===== src/rtl/eth_pkg.sv =====
// -----------------------------------------------------------------------------
// eth_pkg
// Shared definitions for the Ethernet test-frame generator and its companion
// RX checker: frame geometry, payload mode codes, generator FSM states and the
// PRBS8 next-state function.
// Ports: none (package).
// -----------------------------------------------------------------------------
package eth_pkg;

  localparam int ETH_HDR_LEN = 14;
  localparam int ETH_MIN_LEN = 60;
  localparam int ETH_MAX_LEN = 1514;

  // Payload modes; code 3 behaves like MODE_INC.
  localparam logic [1:0] MODE_INC   = 2'd0;
  localparam logic [1:0] MODE_CONST = 2'd1;
  localparam logic [1:0] MODE_PRBS  = 2'd2;

  typedef enum logic [1:0] {
    ST_IDLE,
    ST_LOAD,
    ST_SEND,
    ST_GAP
  } gen_state_e;

  // x^8+x^6+x^5+x^4+1 Fibonacci LFSR, shifting towards the MSB.
  function automatic logic [7:0] prbs8_step(input logic [7:0] s);
    return {s[6:0], s[7] ^ s[5] ^ s[4] ^ s[3]};
  endfunction

endpackage


===== src/rtl/eth_prbs8.sv =====
// -----------------------------------------------------------------------------
// eth_prbs8
// PRBS8 payload generator (x^8+x^6+x^5+x^4+1). Shared with the RX checker.
// Ports:
//   clk_mac  in  MAC clock
//   rst      in  synchronous active-high reset
//   load     in  load seed (an all-zero seed is replaced by 8'h01); wins over adv
//   seed     in  8-bit seed
//   adv      in  advance one step
//   q        out current PRBS byte
// -----------------------------------------------------------------------------
module eth_prbs8
  import eth_pkg::*;
(
  input  logic       clk_mac,
  input  logic       rst,
  input  logic       load,
  input  logic [7:0] seed,
  input  logic       adv,
  output logic [7:0] q
);

  logic [7:0] q_q, q_d;

  always_comb begin
    q_d = q_q;
    if (load) begin
      // The all-zero state would lock the LFSR up.
      q_d = (seed == 8'h00) ? 8'h01 : seed;
    end else if (adv) begin
      q_d = prbs8_step(q_q);
    end
  end

  always_ff @(posedge clk_mac) begin
    if (rst) begin
      q_q <= 8'h01;
    end else begin
      q_q <= q_d;
    end
  end

  assign q = q_q;

endmodule


===== src/rtl/eth_pkt_gen.sv =====
// -----------------------------------------------------------------------------
// eth_pkt_gen
// Ethernet test-frame generator feeding the MAC TX AXI-Stream. Sends dst MAC,
// src MAC, ethertype and a payload (incrementing / constant / PRBS8) of
// run-time length, in bursts or continuously, with a programmable gap.
// Ports:
//   clk_mac, rst             clock, synchronous active-high reset
//   start, stop              begin a burst / finish current frame then idle
//   dst_mac, src_mac, ethertype, pkt_len, mode, pattern, pkt_count, gap_cycles
//                            configuration, latched on start
//   tx_axis_mac_t*           byte stream towards the MAC
//   busy, done, pkts_sent    status
// -----------------------------------------------------------------------------
module eth_pkt_gen
  import eth_pkg::*;
#(
  parameter int LEN_W   = 11,
  parameter int MIN_LEN = ETH_MIN_LEN,
  parameter int MAX_LEN = ETH_MAX_LEN,
  parameter int CNT_W   = 16,
  parameter int GAP_W   = 16
) (
  input  logic             clk_mac,
  input  logic             rst,
  input  logic             start,
  input  logic             stop,
  input  logic [47:0]      dst_mac,
  input  logic [47:0]      src_mac,
  input  logic [15:0]      ethertype,
  input  logic [LEN_W-1:0] pkt_len,
  input  logic [1:0]       mode,
  input  logic [7:0]       pattern,
  input  logic [CNT_W-1:0] pkt_count,
  input  logic [GAP_W-1:0] gap_cycles,
  output logic [7:0]       tx_axis_mac_tdata,
  output logic             tx_axis_mac_tvalid,
  output logic             tx_axis_mac_tlast,
  input  logic             tx_axis_mac_tready,
  output logic             busy,
  output logic             done,
  output logic [CNT_W-1:0] pkts_sent
);

  localparam logic [LEN_W-1:0] HDR_L = LEN_W'(ETH_HDR_LEN);
  localparam logic [LEN_W-1:0] MIN_L = LEN_W'(MIN_LEN);
  localparam logic [LEN_W-1:0] MAX_L = LEN_W'(MAX_LEN);
  localparam logic [LEN_W-1:0] ONE_L = LEN_W'(1);

  gen_state_e       state_q, state_d;
  logic [47:0]      dst_q, dst_d;
  logic [47:0]      src_q, src_d;
  logic [15:0]      type_q, type_d;
  logic [LEN_W-1:0] len_q, len_d;
  logic [1:0]       mode_q, mode_d;
  logic [7:0]       pattern_q, pattern_d;
  logic [CNT_W-1:0] count_q, count_d;
  logic [GAP_W-1:0] gap_q, gap_d;
  logic [GAP_W-1:0] gap_cnt_q, gap_cnt_d;
  logic [LEN_W-1:0] idx_q, idx_d;
  logic             stop_flag_q, stop_flag_d;
  logic [CNT_W-1:0] pkts_sent_q, pkts_sent_d;
  logic [7:0]       tdata_q, tdata_d;
  logic             tvalid_q, tvalid_d;
  logic             tlast_q, tlast_d;
  logic             done_q, done_d;

  logic             prbs_load, prbs_adv;
  logic [7:0]       prbs_q;
  logic [LEN_W-1:0] nidx;
  logic [7:0]       next_byte, payload_byte;
  logic             frame_end;
  logic [CNT_W-1:0] sent_inc, sent_eval;

  eth_prbs8 u_prbs (
    .clk_mac (clk_mac),
    .rst     (rst),
    .load    (prbs_load),
    .seed    (pattern_q),
    .adv     (prbs_adv),
    .q       (prbs_q)
  );

  // Byte that follows the one currently on the bus. The registered outputs
  // need the value one byte ahead, so for PRBS the LFSR's next state is used
  // except for the first payload byte, which is the freshly loaded seed.
  always_comb begin
    nidx = idx_q + ONE_L;
    unique case (mode_q)
      MODE_CONST: payload_byte = pattern_q;
      MODE_PRBS:  payload_byte = (nidx == HDR_L) ? prbs_q : prbs8_step(prbs_q);
      default:    payload_byte = nidx[7:0];
    endcase
    next_byte = payload_byte;
    if (nidx < HDR_L) begin
      unique case (nidx[3:0])
        4'd0:    next_byte = dst_q[47:40];
        4'd1:    next_byte = dst_q[39:32];
        4'd2:    next_byte = dst_q[31:24];
        4'd3:    next_byte = dst_q[23:16];
        4'd4:    next_byte = dst_q[15:8];
        4'd5:    next_byte = dst_q[7:0];
        4'd6:    next_byte = src_q[47:40];
        4'd7:    next_byte = src_q[39:32];
        4'd8:    next_byte = src_q[31:24];
        4'd9:    next_byte = src_q[23:16];
        4'd10:   next_byte = src_q[15:8];
        4'd11:   next_byte = src_q[7:0];
        4'd12:   next_byte = type_q[15:8];
        4'd13:   next_byte = type_q[7:0];
        default: next_byte = 8'h00;
      endcase
    end
  end

  always_comb begin
    state_d     = state_q;
    dst_d       = dst_q;
    src_d       = src_q;
    type_d      = type_q;
    len_d       = len_q;
    mode_d      = mode_q;
    pattern_d   = pattern_q;
    count_d     = count_q;
    gap_d       = gap_q;
    gap_cnt_d   = gap_cnt_q;
    idx_d       = idx_q;
    stop_flag_d = stop_flag_q;
    pkts_sent_d = pkts_sent_q;
    tdata_d     = tdata_q;
    tvalid_d    = tvalid_q;
    tlast_d     = tlast_q;
    done_d      = 1'b0;
    prbs_load   = 1'b0;
    prbs_adv    = 1'b0;
    frame_end   = 1'b0;
    sent_eval   = pkts_sent_q;
    sent_inc    = (&pkts_sent_q) ? pkts_sent_q : pkts_sent_q + CNT_W'(1);

    if (state_q != ST_IDLE) begin
      stop_flag_d = stop_flag_q | stop;
    end

    unique case (state_q)
      ST_IDLE: begin
        if (start) begin
          dst_d       = dst_mac;
          src_d       = src_mac;
          type_d      = ethertype;
          len_d       = pkt_len;
          mode_d      = mode;
          pattern_d   = pattern;
          count_d     = pkt_count;
          gap_d       = gap_cycles;
          pkts_sent_d = '0;
          stop_flag_d = stop;  // start+stop together: one frame then idle
          state_d     = ST_LOAD;
        end
      end
      ST_LOAD: begin
        if (len_q < MIN_L) begin
          len_d = MIN_L;
        end else if (len_q > MAX_L) begin
          len_d = MAX_L;
        end
        idx_d     = '0;
        prbs_load = 1'b1;
        tvalid_d  = 1'b1;
        tlast_d   = 1'b0;
        tdata_d   = dst_q[47:40];
        state_d   = ST_SEND;
      end
      ST_SEND: begin
        if (tvalid_q && tx_axis_mac_tready) begin
          prbs_adv = (idx_q >= HDR_L);
          if (tlast_q) begin
            tvalid_d    = 1'b0;
            tlast_d     = 1'b0;
            pkts_sent_d = sent_inc;
            if (gap_q != '0) begin
              gap_cnt_d = gap_q - GAP_W'(1);
              state_d   = ST_GAP;
            end else begin
              frame_end = 1'b1;
              sent_eval = sent_inc;
            end
          end else begin
            idx_d   = nidx;
            tdata_d = next_byte;
            tlast_d = (nidx == len_q - ONE_L);
          end
        end
      end
      ST_GAP: begin
        if (gap_cnt_q == '0) begin
          frame_end = 1'b1;
        end else begin
          gap_cnt_d = gap_cnt_q - GAP_W'(1);
        end
      end
      default: state_d = ST_IDLE;
    endcase

    // End of a frame's gap (or of the frame itself when the gap is zero):
    // either finish the burst or put byte 0 of the next frame straight on the
    // bus so the idle time between frames is exactly gap_cycles.
    if (frame_end) begin
      if (stop_flag_q || stop || (count_q != '0 && sent_eval == count_q)) begin
        state_d = ST_IDLE;
        done_d  = 1'b1;
      end else begin
        state_d   = ST_SEND;
        idx_d     = '0;
        prbs_load = 1'b1;
        tvalid_d  = 1'b1;
        tlast_d   = 1'b0;
        tdata_d   = dst_q[47:40];
      end
    end
  end

  always_ff @(posedge clk_mac) begin
    if (rst) begin
      state_q     <= ST_IDLE;
      dst_q       <= '0;
      src_q       <= '0;
      type_q      <= '0;
      len_q       <= '0;
      mode_q      <= '0;
      pattern_q   <= '0;
      count_q     <= '0;
      gap_q       <= '0;
      gap_cnt_q   <= '0;
      idx_q       <= '0;
      stop_flag_q <= 1'b0;
      pkts_sent_q <= '0;
      tdata_q     <= '0;
      tvalid_q    <= 1'b0;
      tlast_q     <= 1'b0;
      done_q      <= 1'b0;
    end else begin
      state_q     <= state_d;
      dst_q       <= dst_d;
      src_q       <= src_d;
      type_q      <= type_d;
      len_q       <= len_d;
      mode_q      <= mode_d;
      pattern_q   <= pattern_d;
      count_q     <= count_d;
      gap_q       <= gap_d;
      gap_cnt_q   <= gap_cnt_d;
      idx_q       <= idx_d;
      stop_flag_q <= stop_flag_d;
      pkts_sent_q <= pkts_sent_d;
      tdata_q     <= tdata_d;
      tvalid_q    <= tvalid_d;
      tlast_q     <= tlast_d;
      done_q      <= done_d;
    end
  end

  assign tx_axis_mac_tdata  = tdata_q;
  assign tx_axis_mac_tvalid = tvalid_q;
  assign tx_axis_mac_tlast  = tlast_q;
  assign busy               = (state_q != ST_IDLE);
  assign done               = done_q;
  assign pkts_sent          = pkts_sent_q;

endmodule


===== config.mk =====
export PLATFORM = sky130hd
export DESIGN_NAME = eth_pkt_gen
export DESIGN_NICKNAME = d
export VERILOG_FILES = /design/src/rtl/eth_pkg.sv /design/src/rtl/eth_prbs8.sv /design/src/rtl/eth_pkt_gen.sv
export SDC_FILE = /design/constraint.sdc
export NUM_CORES = 1
export LEC_CHECK = 0
export CELL_PAD_IN_SITES_DETAIL_PLACEMENT = 1
export CELL_PAD_IN_SITES_GLOBAL_PLACEMENT = 1
export CORE_MARGIN = 2
export CORE_UTILIZATION = 42
export CTS_CLUSTER_DIAMETER = 60
export DETAILED_ROUTE_END_ITERATION = 8
export GPL_ROUTABILITY_DRIVEN = 0
export PLACE_DENSITY_LB_ADDON = 0.12
export RECOVER_POWER = 25
export SYNTH_ARGS = -nofsm -noshare
export SYNTH_HDL_FRONTEND = slang
export SYNTH_SLANG_ARGS = --single-unit

===== constraint.sdc =====
create_clock -name clk_mac -period 5.8 [get_ports clk_mac]
set_clock_uncertainty 0.1 [all_clocks]
set_input_delay 1.16 -clock clk_mac [delete_from_list [all_inputs] [get_ports clk_mac]]
set_output_delay 1.16 -clock clk_mac [all_outputs]
set_load 0.1 [all_outputs]

# Word level (Yosys, flattened, before mapping)
# Cells that the tools add are included.
# Widths: inputs -> output; s select.
[word_totals]
regBits = 230
inputBits = 170
out_inout_bits = 28
[classes]
n_eq_ne = 31
reduce_logical = 23
muxes = 66
add_sub_neg = 5
bitwise = 5
n_lt_le_gt_ge = 4
[op_table]
columns = ["op", "count"]
rows = [
  ["$mux 16", 12],
  ["$pmux 8 s14", 1],
  ["$mux 11", 7],
  ["$mux 8", 9],
  ["$pmux 16 s2", 2],
  ["$pmux 11 s2", 2],
  ["$pmux 8 s2", 2],
  ["$reduce_bool 16->1", 2],
  ["$sub 16x1->16 const B", 2],
  ["$eq 4x4->1 const B", 6],
  ["$mux 1", 21],
  ["$add 16x1->16 const B", 1],
  ["$eq 16x16->1", 1],
  ["$eq 4x3->1 const B", 4],
  ["$logic_not 16->1", 1],
  ["$reduce_and 16->1", 1],
  ["$ne 3x3->1 const B", 5],
  ["$mux 2", 6],
  ["$add 11x1->11 const B", 1],
  ["$eq 11x11->1", 1],
  ["$eq 11x4->1 const B", 1],
  ["$ge 11x4->1 const B", 1],
  ["$gt 11x11->1 const B", 1],
  ["$lt 11x4->1 const B", 1],
  ["other kinds (24)", 43],
]

# Logic depth before layout (Yosys ltp)
# Gate-level depths: netlist (run 1).
[logic_depth]
depth_word = 12
mapped_depth = 12

# Modules after synthesis
# Synthesis (run 1) repeated with hierarchy kept, for this count alone.
[hier_totals]
cells_unflattened = 1748
hier_area_um2 = 12991.2
[by_module_without_submodules]
columns = ["mod", "instances", "seq_area_each_um2", "area_per_inst_um2", "cells_each"]
rows = [
  ["eth_pkt_gen", 1, 4444.3, 12550.8, 1704],
  ["eth_prbs8", 1, 160.2, 440.4, 44],
]

# Worst setup path after synthesis (run 1)
# No wires, ideal clock.
[synth_path]
path_type = "register to register"
start = "reg pkts_sent_q[12] (netlist: pkts_sent[12])"
end = "reg u_prbs.q_q[5] (netlist: u_prbs.q[5])"
slack_ns = 1.967
t_arrival_ns = 3.653
n_path_buf = 2
required_time_ns = 5.620
path_stages_with_launch = 12
setup_ns = 0.080
path_cell_list = "dfxtp_1 > buf_2 > nand4_1 > or4_1 > a211oi_1 > xnor2_1 > o22ai_1 > nor4b_4 > a31oi_4 > buf_6 > o21ba_1 > a211oi_2"
[synth_between]
elab_chain_len = 12
word_cells_on_any_way = 14
cone_classes = "add/sub (1); eq/ne (1); mux (8); reduce/logical (4)"
[synth_rtl]
columns = ["item", "line", "rtl"]
rows = [
  ["start, declared", "eth_pkt_gen.sv:61", "logic [CNT_W-1:0] pkts_sent_q, pkts_sent_d;"],
  ["start signal, assigned", "eth_pkt_gen.sv:253", "pkts_sent_q <= pkts_sent_d;"],
  ["$add 16x1->16 / $reduce_and 16->1 (equally long branches)", "eth_pkt_gen.sv:137", "sent_inc = (&pkts_sent_q) ? pkts_sent_q : pkts_sent_q + CNT_W'(1);"],
  ["$mux 16", "eth_pkt_gen.sv:137", ""],
  ["$mux 16", "eth_pkt_gen.sv:179", "if (gap_q != '0) begin"],
  ["$mux 16", "eth_pkt_gen.sv:175", "if (tlast_q) begin"],
  ["$mux 16", "eth_pkt_gen.sv:173", "if (tvalid_q && tx_axis_mac_tready) begin"],
  ["$mux 16 (*)", "eth_pkt_gen.sv:143", "unique case (state_q)"],
  ["$eq 16x16->1 (*)", "eth_pkt_gen.sv:207", "if (stop_flag_q || stop || (count_q != '0 && sent_eval == count_q)) begin"],
  ["$logic_and 1x1->1 (*)", "eth_pkt_gen.sv:207", ""],
  ["$logic_or 1x1->1 (*)", "eth_pkt_gen.sv:207", ""],
  ["$mux 1 (*)", "eth_pkt_gen.sv:207", ""],
  ["$mux 1 (*)", "eth_pkt_gen.sv:206", "if (frame_end) begin"],
  ["$mux 8 / $reduce_bool 2->1 (equally long branches)", "-", ""],
  ["end signal, assigned", "eth_prbs8.sv:39", "q_q <= q_d;"],
  ["end, declared", "eth_prbs8.sv:23", "logic [7:0] q_q, q_d;"],
]
# Mark *: on every way between the ends. The rest lies on a longest branch, timed or not.
# A chain may end at the register's enable or synchronous reset.

# Worst setup path after layout (run 1)
[layout_path]
start = "in start"
end = "reg src_q[10]"
[layout_between]
elab_chain_len = 1
[layout_rtl]
columns = ["item", "line", "rtl"]
rows = [
  ["start, declared", "eth_pkt_gen.sv:25", "input logic start,"],
  ["$reduce_and 2->1 (no line)", "-", ""],
  ["end signal, assigned", "eth_pkt_gen.sv:243", "src_q <= src_d;"],
  ["end, declared", "eth_pkt_gen.sv:51", "logic [47:0] src_q, src_d;"],
]
# Every way passes these cells.

==> metrics.txt, run 1 <==
status complete, but fails checks; violated checks capacitance limit, slew limit; dominant register cell in the synthesized netlist dfxtp_1; Pre-Repair DR Iteration Count 6; syn_nets around 1.9k; Die Area a little over 30000 µm²; DP Cell Count ~2.1k; Iter 0 DRT Violations 1270; Critical Path Max Stage Delay 2.32 ns; initial antenna violation count 1; arrival time at the worst endpoint 5.00 ns; worst slew pin tran about 3.2 ns; DRT antenna net count 0; synthesized area per cell 7.39 µm²; critical path's top delay family simple AND/OR/NAND/NOR gates; Clock transition at path regs 0.06 ns; gr usage total 28.6%; Root Buffer clkbuf_16; Yosys reg bits 230; count leader, synth nand2_1; Post-Syn Instances between 1.5k and 2k; endpoints failing hold 0; post-synth top area share 37.2%; Post-Route WL between 40 and 50 mm; part of the Yosys area used for sequential elements 37.2%; Post-CTS Setup Bufs 0; Rows 62; vias in the first global route 13.0k; drt via density 5.92; initial core utilization 42.8%; DR vias 13.0k; largest net degree at the start of global routing 109; pre-CTS WS 1.16 ns; CTS sink cnt 230; global route hottest layer met2; post-CTS resize count 0; top cells by area, synth dfxtp_1 (37%), nand2_1 (12%), a21oi_1 (9.1%), nand3_1 (3.1%), clkbuf_1 (3.0%); max-slew violation count about 120; async set-or-reset flop fraction in the synthesized netlist 0%; WL/cell 20.5 µm; worst setup margin 1.20 ns; hold_buf cts 0; CTS buffer count 28; TritonCTS clock tree done; Tightest Hold Check Type flop to flop; overall power 6.05 mW; Max Cap Viol 2; final cell count without fillers about 2.2k; Top Ports 198; post-synth top area cell dfxtp_1; Setup TNS Final 0 ns; Synthesis Warnings 0; H-tree Lvls 1; CP Data Required Time approximately 6.2 ns; Tcrit/Tclk final 79.4%; post-layout minimum cycle time roughly 4.6 ns; # DRC 0; layout cells sized above 1 5.24%; total core area 28900 µm²; Die Y-Extent 176 µm; endpoints failing setup 0; Synth-to-Final Area Change 24.7%; first-pass GRT wire length 70.8 mm; Pleak 5.46 nW; Layout Nets around 2k; global route overflow 0; synth cell count leaders nand2_1 (404), dfxtp_1 (230), a21oi_1 (224); Cell Pwr Density 393 nW/µm²; Clock Path Buffers 3; post-synthesis cell area approximately 12000 µm²; met3 Resource Use GR 4.31%; met1 Use GR 38.3%; CP Cell Sequence clkdlybuf4s50_1, and2_0, buf_4, nand2_1, a21oi_1; WP buf/inv 2; Die W 176 µm; worst-path fanout max 58; IO buf count 197; crit path launch type input pin; highest clock rate between 0.2 and 0.25 GHz; grt met2 use 47.4%; worst vdd ir 0.250 mV; crit end category flop; Worst-Skew Late Latency 0.57 ns; Distinct cells, synth 76; hpwl dp about 33 mm; RSZ-0062 raised after global routing no; Setup CP Type input pin to flop; Rel. slew slack -115%; CP max-delay cell and2_0; Post-synth EDFFs 0
[layer usage]
metal,part of all wire (%),wire (µm),vias to the layer above
met1,44,19900,6325
met5,0,0,-
met2,46,21000,435
li1,-,-,6171
met3,6.2,2820,82
met4,3.2,1450,0
[sequential cells by signal, summed over array words and instances (netlist names)]
name and flops:
count_q 16, type_q 16, state_q 2, tx_axis_mac_tvalid 1, len_q 11, tx_axis_mac_tlast 1, stop_flag_q 1, done 1
gap_q 16, pkts_sent 16, src_q 48, pattern_q 8, gap_cnt_q 16, u_prbs.q 8, dst_q 48, tx_axis_mac_tdata 8
mode_q 2, idx_q 11
[where the power goes]
part,switching (mW),internal [mW]
Sequential,0.307,1.85
Combinational,1.32,0.808
Clock,0.733,1.04
[logic make-up (layout without fill, tap and decap cells)]
kind of cell / Yosys count / in the layout / share of synthesized area (%)
DFF: 230 / 230 / 37.2
muxes: 37 / 37 / 3.06
AOI/OAI and AO/OA: 427 / 427 / 21.7
buffers and inverters: 148 / 289 / 4.67
other: 0 / 1 / 0
and+or+nand+nor: 765 / 765 / 28.2
xor gates and xnor gates: 52 / 52 / 3.68
adders and majority gates: 14 / 14 / 1.42
[metrics by stage]
stage / utilization (%) / cell area [µm²] / hold slack (ns)
2_1_floorplan: - / 12400 / 0.332
3_3_place_gp: 50.2 / 14500 / 0.340
3_5_place_dp: 50.2 / 14500 / 0.347
4_1_cts: 53.5 / 15400 / 0.355
5_1_grt: 53.4 / 15400 / 0.371
6_report: 53.4 / 15400 / 0.354
[cell type report]
type	count	area (µm²)
Clock buffer	37	774
Fill cell	3571	13400
Clock inverter	13	161
Antenna cell	1	2.50
Timing Repair Buffer	216	2120
Inverter	23	86.3
Tap cell	384	480
Multi-Input combinational cell	1295	7190
Sequential cell	230	4600
[placed cells by master (no fill, tap or decap), drive strengths merged, types with 6 or more instances in the layout]
master         count
a31oi             16
clkbuf            38
o21ba              7
nor2b             12
and3              20
a211oi            28
nor3              40
or3                8
a22oi             11
and4               8
nand2            404
o31ai              8
nor4              26
a21o               9
or4                8
nor2              97
mux2i             31
and2               8
nand4             29
nand3             77
a32oi             19
mux2               6
or2                8
clkdlybuf4s50    196
xor2              16
ha                14
xnor2             36
dfxtp            230
o21ai             40
o211ai            15
buf               19
clkinv            10
inv               23
a21oi            224
[worst paths after layout]
kind | slack (ns) | from | end | cells after the start
max | 1.20 | start | src_q[10] | 5
min | 0.35 | dst_q[10] | dst_q[10] | 2
min reg2reg | 0.35 | dst_q[10] | dst_q[10] | 2
max reg2reg | 1.35 | state_q[1] | src_q[10] | 6
[worst reg2reg max path, cell delays in order, from the launching register on]
cell,delay [ns]
dfxtp_1,0.35
inv_1,0.15
ha_1,0.39
and2_0,2.39
buf_4,0.66
nand2_1,0.19
a21oi_1,0.16
Note: power is estimated with default switching activity, not from simulation.
==> run 2, diff against run 1 <==
--- a/config.mk
+++ b/config.mk
@@ -8,7 +8,7 @@
 export CELL_PAD_IN_SITES_DETAIL_PLACEMENT = 1
 export CELL_PAD_IN_SITES_GLOBAL_PLACEMENT = 1
 export CORE_MARGIN = 2
-export CORE_UTILIZATION = 42
+export CORE_UTILIZATION = 39
 export CTS_CLUSTER_DIAMETER = 60
 export DETAILED_ROUTE_END_ITERATION = 8
 export GPL_ROUTABILITY_DRIVEN = 0
==> constraint.sdc (replaced) <==
create_clock -name clk_mac -period 4.8 [get_ports clk_mac]
set_clock_uncertainty 0.1 [all_clocks]
set_input_delay 0.96 -clock clk_mac [delete_from_list [all_inputs] [get_ports clk_mac]]
set_output_delay 0.96 -clock clk_mac [all_outputs]
set_load 0.1 [all_outputs]
==> run 2 against run 1 <==
Net effect: combinational power increased by 23%; critical path depth increased by 4; die area increased by 7.5%; final area increased by 0.44%; worst hold slack about the same; flip-flop and latch count unchanged; clock power increased by 20%; critical path type is now flop to flop; non-clock buffer count increased by 6; register-to-register slack got worse by 0.62 ns; via count decreased by 0.58%; final cell count increased by 1.2%; the run still ends with capacitance limit, slew limit left; first-iteration DRC count decreased by 36%.
==> metrics.txt, run 2 (synthesis results as in run 1) <==
status complete, but fails checks; violated checks capacitance limit, slew limit; global route overflow 0 (unchanged); highest clock rate ~0.25 GHz; CTS sink cnt 230 (unchanged); Die Y-Extent 182 µm (+3.7%); Tightest Hold Check Type flop to flop; P_sw 2.85 mW (+21%); first-pass GRT wire length 71.2 mm (+0.48%); largest net degree at the start of global routing 112 (+2.8%); RSZ-0062 raised after global routing no; Clk pwr share 29.0% (-0.2 points); most frequent CP cell a211oi_1; biggest regs dst_q: 48 flops, src_q: 48 flops; hold_buf cts 0 (unchanged); Die Area 33100 µm² (+7.5%); Filler cells 3904 (+9.3%); Clock transition at path regs 0.06 ns (about the same); arrival time at the worst endpoint 4.43 ns (-0.57 ns); hold depth 2 (unchanged); DRT antenna net count 0 (unchanged); sequential power share 35.5% (-0.2 points); worst slew pin tran 3.07 ns (-0.160 ns); Pleak 5.48 nW (+0.41%); Iter 0 DRT Violations 815 (-36%); pre-CTS WS 0.699 ns (-0.464 ns); drt via density 5.81 (-1.7%); CP max-delay cell nand4_1; worst setup margin 0.731 ns (-0.466 ns); initial antenna violation count 1 (unchanged); Rel. slew slack -105% (+10 points); Tcrit/Tclk final between 80% and 90%; Cell Pwr Density 473 nW/µm² (+20%); final cell count without fillers 2225 (+1.2%); hpwl dp 32.9 mm (+0.78%); gr usage total 26.8% (-1.8 points); CP Cell Sequence nor4_1, nand4_1, a211oi_1, mux2_2, o221ai_1, nor4b_4, a31oi_4, nor2_4, a211oi_1; post-CTS resize count 0 (unchanged); register area 4600 µm² (unchanged); global route hottest layer met2; met1 Use GR 37.2% (-1.1 points); IO buf count 197 (unchanged); DR vias 12.9k (-0.58%); Levels on crit path 9 (+4); multi-input logic area 7190 µm² (unchanged); # DRC 0 (unchanged); worst-path fanout max 18 (-69%); worst reg2reg path depth 9 (+3); H-tree Lvls 1 (unchanged); Critical Path Max Stage Delay 0.65 ns (-1.67 ns); CP Data Required Time 5.17 ns (-1.02 ns); initial core utilization 39.4% (-3.5 points); max-slew violation count 165 (+34%); vias in the first global route 12.8k (-1.5%); DP Cell Count 2172 (+1.1%); Synth-to-Final Area Change 25.3%; WP buf/inv 0 (-2); Setup TNS Final 0 ns (unchanged); Layout Nets 1986 (+0.40%); endpoints failing setup 0 (unchanged); CTS buffer count 30 (+7.1%); worst vdd ir 0.284 mV (+14%); post-layout minimum cycle time 4.07 ns; layout cells sized above 1 5.21% (-0.023 points); Logic pwr share 35.5% (+0.4 points); Switching Fraction 39.0% (about the same); Post-CTS Setup Bufs 0 (unchanged); overall power 7.32 mW (+21%); Setup CP Type flop to flop; met3 Resource Use GR 3.05% (-1.3 points); endpoints failing hold 0 (unchanged); Die W 182 µm (+3.7%); total core area 31400 µm² (+8.8%); final core occ 49.3% (-4.1 points); Rows 65 (+4.8%); Pint 4.47 mW (+21%); Clock Path Buffers 3 (unchanged); critical path's top delay family compound AO/OA/AOI/OAI gates; most frequent cells in the layout nand2_1 (404), dfxtp_1 (230), a21oi_1 (224), clkdlybuf4s50_1 (195), nor2_1 (96); Root Buffer clkbuf_16; Post-Route WL 45.5 mm (+0.88%); Max Cap Viol 2 (unchanged); most common cell after layout, fill and taps aside nand2_1; crit end category flop; WL/cell 20.5 µm (-0.29%); Top Ports 198 (unchanged); Worst-Skew Late Latency 0.58 ns (about the same); Pre-Repair DR Iteration Count 5 (-1); crit path launch type flop; grt met2 use 44.1% (-3.3 points); TritonCTS clock tree done
[run 2: cell types whose count changed in the layout (fill, tap and decap cells not counted), moves of 2 or more]
| cell | before | now |
|---|---|---|
| buf_4 | 17 | 19 |
| clkbuf_1 | 6 | 14 |
| clkbuf_8 | 4 | 2 |
| clkbuf_16 | 28 | 30 |
| buf_12 | 1 | 3 |
[run 2: tightest hold or removal path, delay by kind of cell, from the launching register on]
kind	cells	cell delay [ns]
AOI/OAI and AO/OA	1	0.05
and+or+nand+nor	1	0.05
DFF	1	0.30
[run 2: power groups by stage]
stage | clock, mW | sequential (mW) | combinational, mW
2_1_floorplan | 0 | 2.55 | 1.80
3_3_place_gp | 0 | 2.61 | 2.51
3_5_place_dp | 0 | 2.63 | 2.58
4_1_cts | 2.17 | 2.59 | 2.60
5_1_grt | 2.24 | 2.64 | 2.88
6_report | 2.12 | 2.60 | 2.60
[run 2: metrics by stage]
stage	hold slack [ns]	cell area [µm²]
finish	0.354	15500
global route	0.371	15500
CTS	0.355	15500
detailed placement	0.346	14600
global placement	0.342	14600
floorplan	0.332	12400
[run 2: final timing paths]
check           endpoint  startpoint  slack [ns]
min            type_q[9]   type_q[9]        0.35
min reg2reg    type_q[9]   type_q[9]        0.35
max          u_prbs.q[4]    gap_q[9]        0.73
max reg2reg  u_prbs.q[4]    gap_q[9]        0.73
[run 2: layout make-up]
cell class                 instances  area share, %
multi-input combinational       1295           46.4
sequential                       230           29.7
timing repair buffer             222           14.1
clock buffer                      43           5.29
tap                              402           3.25
clock inverter                     9          0.638
inverter                          23          0.557
antenna                            1         0.0162
[run 2: per-layer routing]
layer | share of wire, % | vias up
li1 | - | 6190
met1 | 46 | 6294
met2 | 46 | 385
met3 | 4.9 | 69
met4 | 2.7 | 0
met5 | 0 | -
==> run 3, diff against run 2 <==
==> constraint.sdc (replaced) <==
create_clock -name clk_mac -period 3.9 [get_ports clk_mac]
set_clock_uncertainty 0.1 [all_clocks]
set_input_delay 0.78 -clock clk_mac [delete_from_list [all_inputs] [get_ports clk_mac]]
set_output_delay 0.78 -clock clk_mac [all_outputs]
set_load 0.1 [all_outputs]
==> run 3 against run 2 <==
Net effect: the flow now finishes without violations; first-iteration DRC count is 14% higher; count of clock-buffer cells in the layout unchanged; final area up 1.3%; critical path depth increased by 2; wire length grew 2.5%; largest cell class unchanged.
==> metrics.txt, run 3 (synthesis results as in run 1) <==
Pleak 5.64 nW (+2.8%); post-layout minimum cycle time 3.52 ns (-0.544 ns); IO buf count 197 (unchanged); endpoints failing setup 0 (unchanged); H-tree Lvls 1 (unchanged); post-CTS resize count 0 (unchanged); vias in the first global route 13.2k (+3.5%); global route overflow 0 (unchanged); sequential power share 35.6% (about the same); Pre-Repair DR Iteration Count 5 (unchanged); first-pass GRT wire length 73.5 mm (+3.3%); Setup CP Type flop to flop; post-route cell area 15700 µm² (+1.3%); Die Y-Extent 182 µm (unchanged); DRT antenna net count 0 (unchanged); Max Cap Viol 0 (-2); Tightest Hold Check Type flop to flop; RSZ-0062 raised after global routing no; Filler cells 3912 (+0.20%); final cell count without fillers 2256 (+1.4%); top routing layer in use met4; Rows 65 (unchanged); Worst-Skew Late Latency 0.56 ns (-0.02 ns); worst-path fanout max 18 (unchanged); Post-Route WL 46.7 mm (+2.5%); Post-CTS Setup Bufs 0 (unchanged); max-slew violation count 0 (-100%); Iter 0 DRT Violations 930 (+14%); initial antenna violation count 2 (+1); largest net degree at the start of global routing 124 (+11%); CTS sink cnt 230 (unchanged); critical path's top delay family simple AND/OR/NAND/NOR gates; most common cell after layout, fill and taps aside nand2_1; Routed met3 length 2.27 mm (+2.4%); Pint 5.47 mW (+23%); CP Cell Sequence ha_1, nand4_1, or4_1, a211oi_1, xnor2_1, o22ai_1, nor4b_4, a31oi_4, buf_12, a211o_1, nor2_1; total core area 31400 µm² (unchanged); Critical Path Max Stage Delay 0.54 ns (-0.11 ns); hold_buf cts 0 (unchanged); WL/cell 20.7 µm (+1.1%); DP Cell Count 2202 (+1.4%); Die Area 33100 µm² (unchanged); # DRC 0 (unchanged); drt via density 5.81 (about the same); worst slew pin tran 1.30 ns (-1.77 ns); endpoints failing hold 0 (unchanged); pre-CTS WS 0.143 ns (-0.556 ns); arrival time at the worst endpoint 3.91 ns (-0.52 ns); CP max-delay cell or4_1; Tcrit/Tclk final 90.4% (+5.6 points); Synth-to-Final Area Change 26.9%; Clock Path Buffers 3 (unchanged); TritonCTS clock tree done; Top Ports 198 (unchanged); worst setup margin 0.376 ns (-0.356 ns); Cell Pwr Density 575 nW/µm² (+22%); M1 wire length 21.6 mm (+2.5%); Layout Nets 2015 (+1.5%); most frequent cells in the layout nand2_1 (403), dfxtp_1 (230), a21oi_1 (224), clkdlybuf4s50_1 (188), nor2_1 (96); Rel. slew slack 13.3% (+120 points); Switching Fraction 39.3% (+0.38 points); gr usage total 27.6% (+0.78 points); P_sw 3.55 mW (+24%); WP buf/inv 1 (+1); Root Buffer clkbuf_16; Die W 182 µm (unchanged); dpl cell area 14800 µm² (+1.6%); DR vias 13.1k (+1.4%); worst vdd ir 0.377 mV (+32%); highest clock rate 0.284 GHz (+15%); layout cells sized above 1 7.18% (+2.0 points); crit path launch type flop; biggest regs dst_q: 48 flops, src_q: 48 flops; hpwl dp 34.4 mm (+4.3%); crit end category flop; Setup TNS Final 0 ns (unchanged); status finished, final reports clean; Clock transition at path regs 0.06 ns (about the same); CP Data Required Time 4.29 ns (-0.88 ns); Clk pwr share 28.5% (-0.5 points); WL met2 21.6 mm (+3.0%); CTS buffer count 29 (-3.3%); initial core utilization 39.4% (unchanged); Logic pwr share 36.0% (+0.5 points)
## run 3: cell types whose count changed in the layout (fill, tap and decap cells not counted), sizes merged
cell	delta
buf	+33
bufinv	-1
clkbuf	+5
clkdlybuf4s50	-7
clkinv	-3
clkinvlp	+2
diode	+1
dlygate4sd3	-1
inv	+2
## run 3: final timing paths
| path | start | end | slack (ns) | cells after the start |
|---|---|---|---|---|
| worst max-delay path | pkts_sent[1] | idx_q[6] | 0.38 | 11 |
| worst min-delay path | src_q[30] | src_q[30] | 0.35 | 2 |
| worst max register to register | pkts_sent[1] | idx_q[6] | 0.38 | 11 |
| worst min register to register | src_q[30] | src_q[30] | 0.35 | 2 |
## run 3: layout make-up
cell class,instances,area (µm²),area share [%]
Clock buffer,43,838,5.34
Antenna cell,2,5.00,0.0319
Multi-Input combinational cell,1295,7190,45.8
Sequential cell,230,4600,29.4
Clock inverter,9,76.3,0.487
Inverter,23,86.3,0.550
Timing Repair Buffer,252,2390,15.2
Tap cell,402,503,3.21
## run 3: power by group through the flow
stage / logic, mW / clock network, mW / registers, mW
global placement: 3.14 / 0 / 3.22
floorplan: 2.21 / 0 / 3.14
detailed placement: 3.23 / 0 / 3.24
CTS: 3.27 / 2.62 / 3.20
global route: 3.60 / 2.70 / 3.26
finish: 3.24 / 2.57 / 3.21
## run 3: layer usage
layer,vias up,global-route usage [%]
li1,6260,-
met1,6395,38.1
met2,384,45.2
met3,75,3.31
met4,0,7.94
met5,-,0
## run 3: through the flow
step | hold WS [ns] | util [%] | total power, mW
final | 0.354 | 50.0 | 9.02
after global routing | 0.375 | 50.0 | 9.56
after CTS | 0.353 | 50.1 | 9.09
after detailed placement | 0.345 | 47.2 | 6.48
after global placement | 0.338 | 47.2 | 6.37
after floorplan | 0.332 | - | 5.36
## run 3: worst register-to-register path: cells and delay by family (launching register included)
kind	cells	cell delay, ns
AO/OA/AOI/OAI	4	0.96
AND/OR/NAND/NOR	4	1.22
flip-flops	1	0.53
XOR/XNOR	1	0.17
buffers and inverters	1	0.18
adder cells (fa/ha/maj)	1	0.28
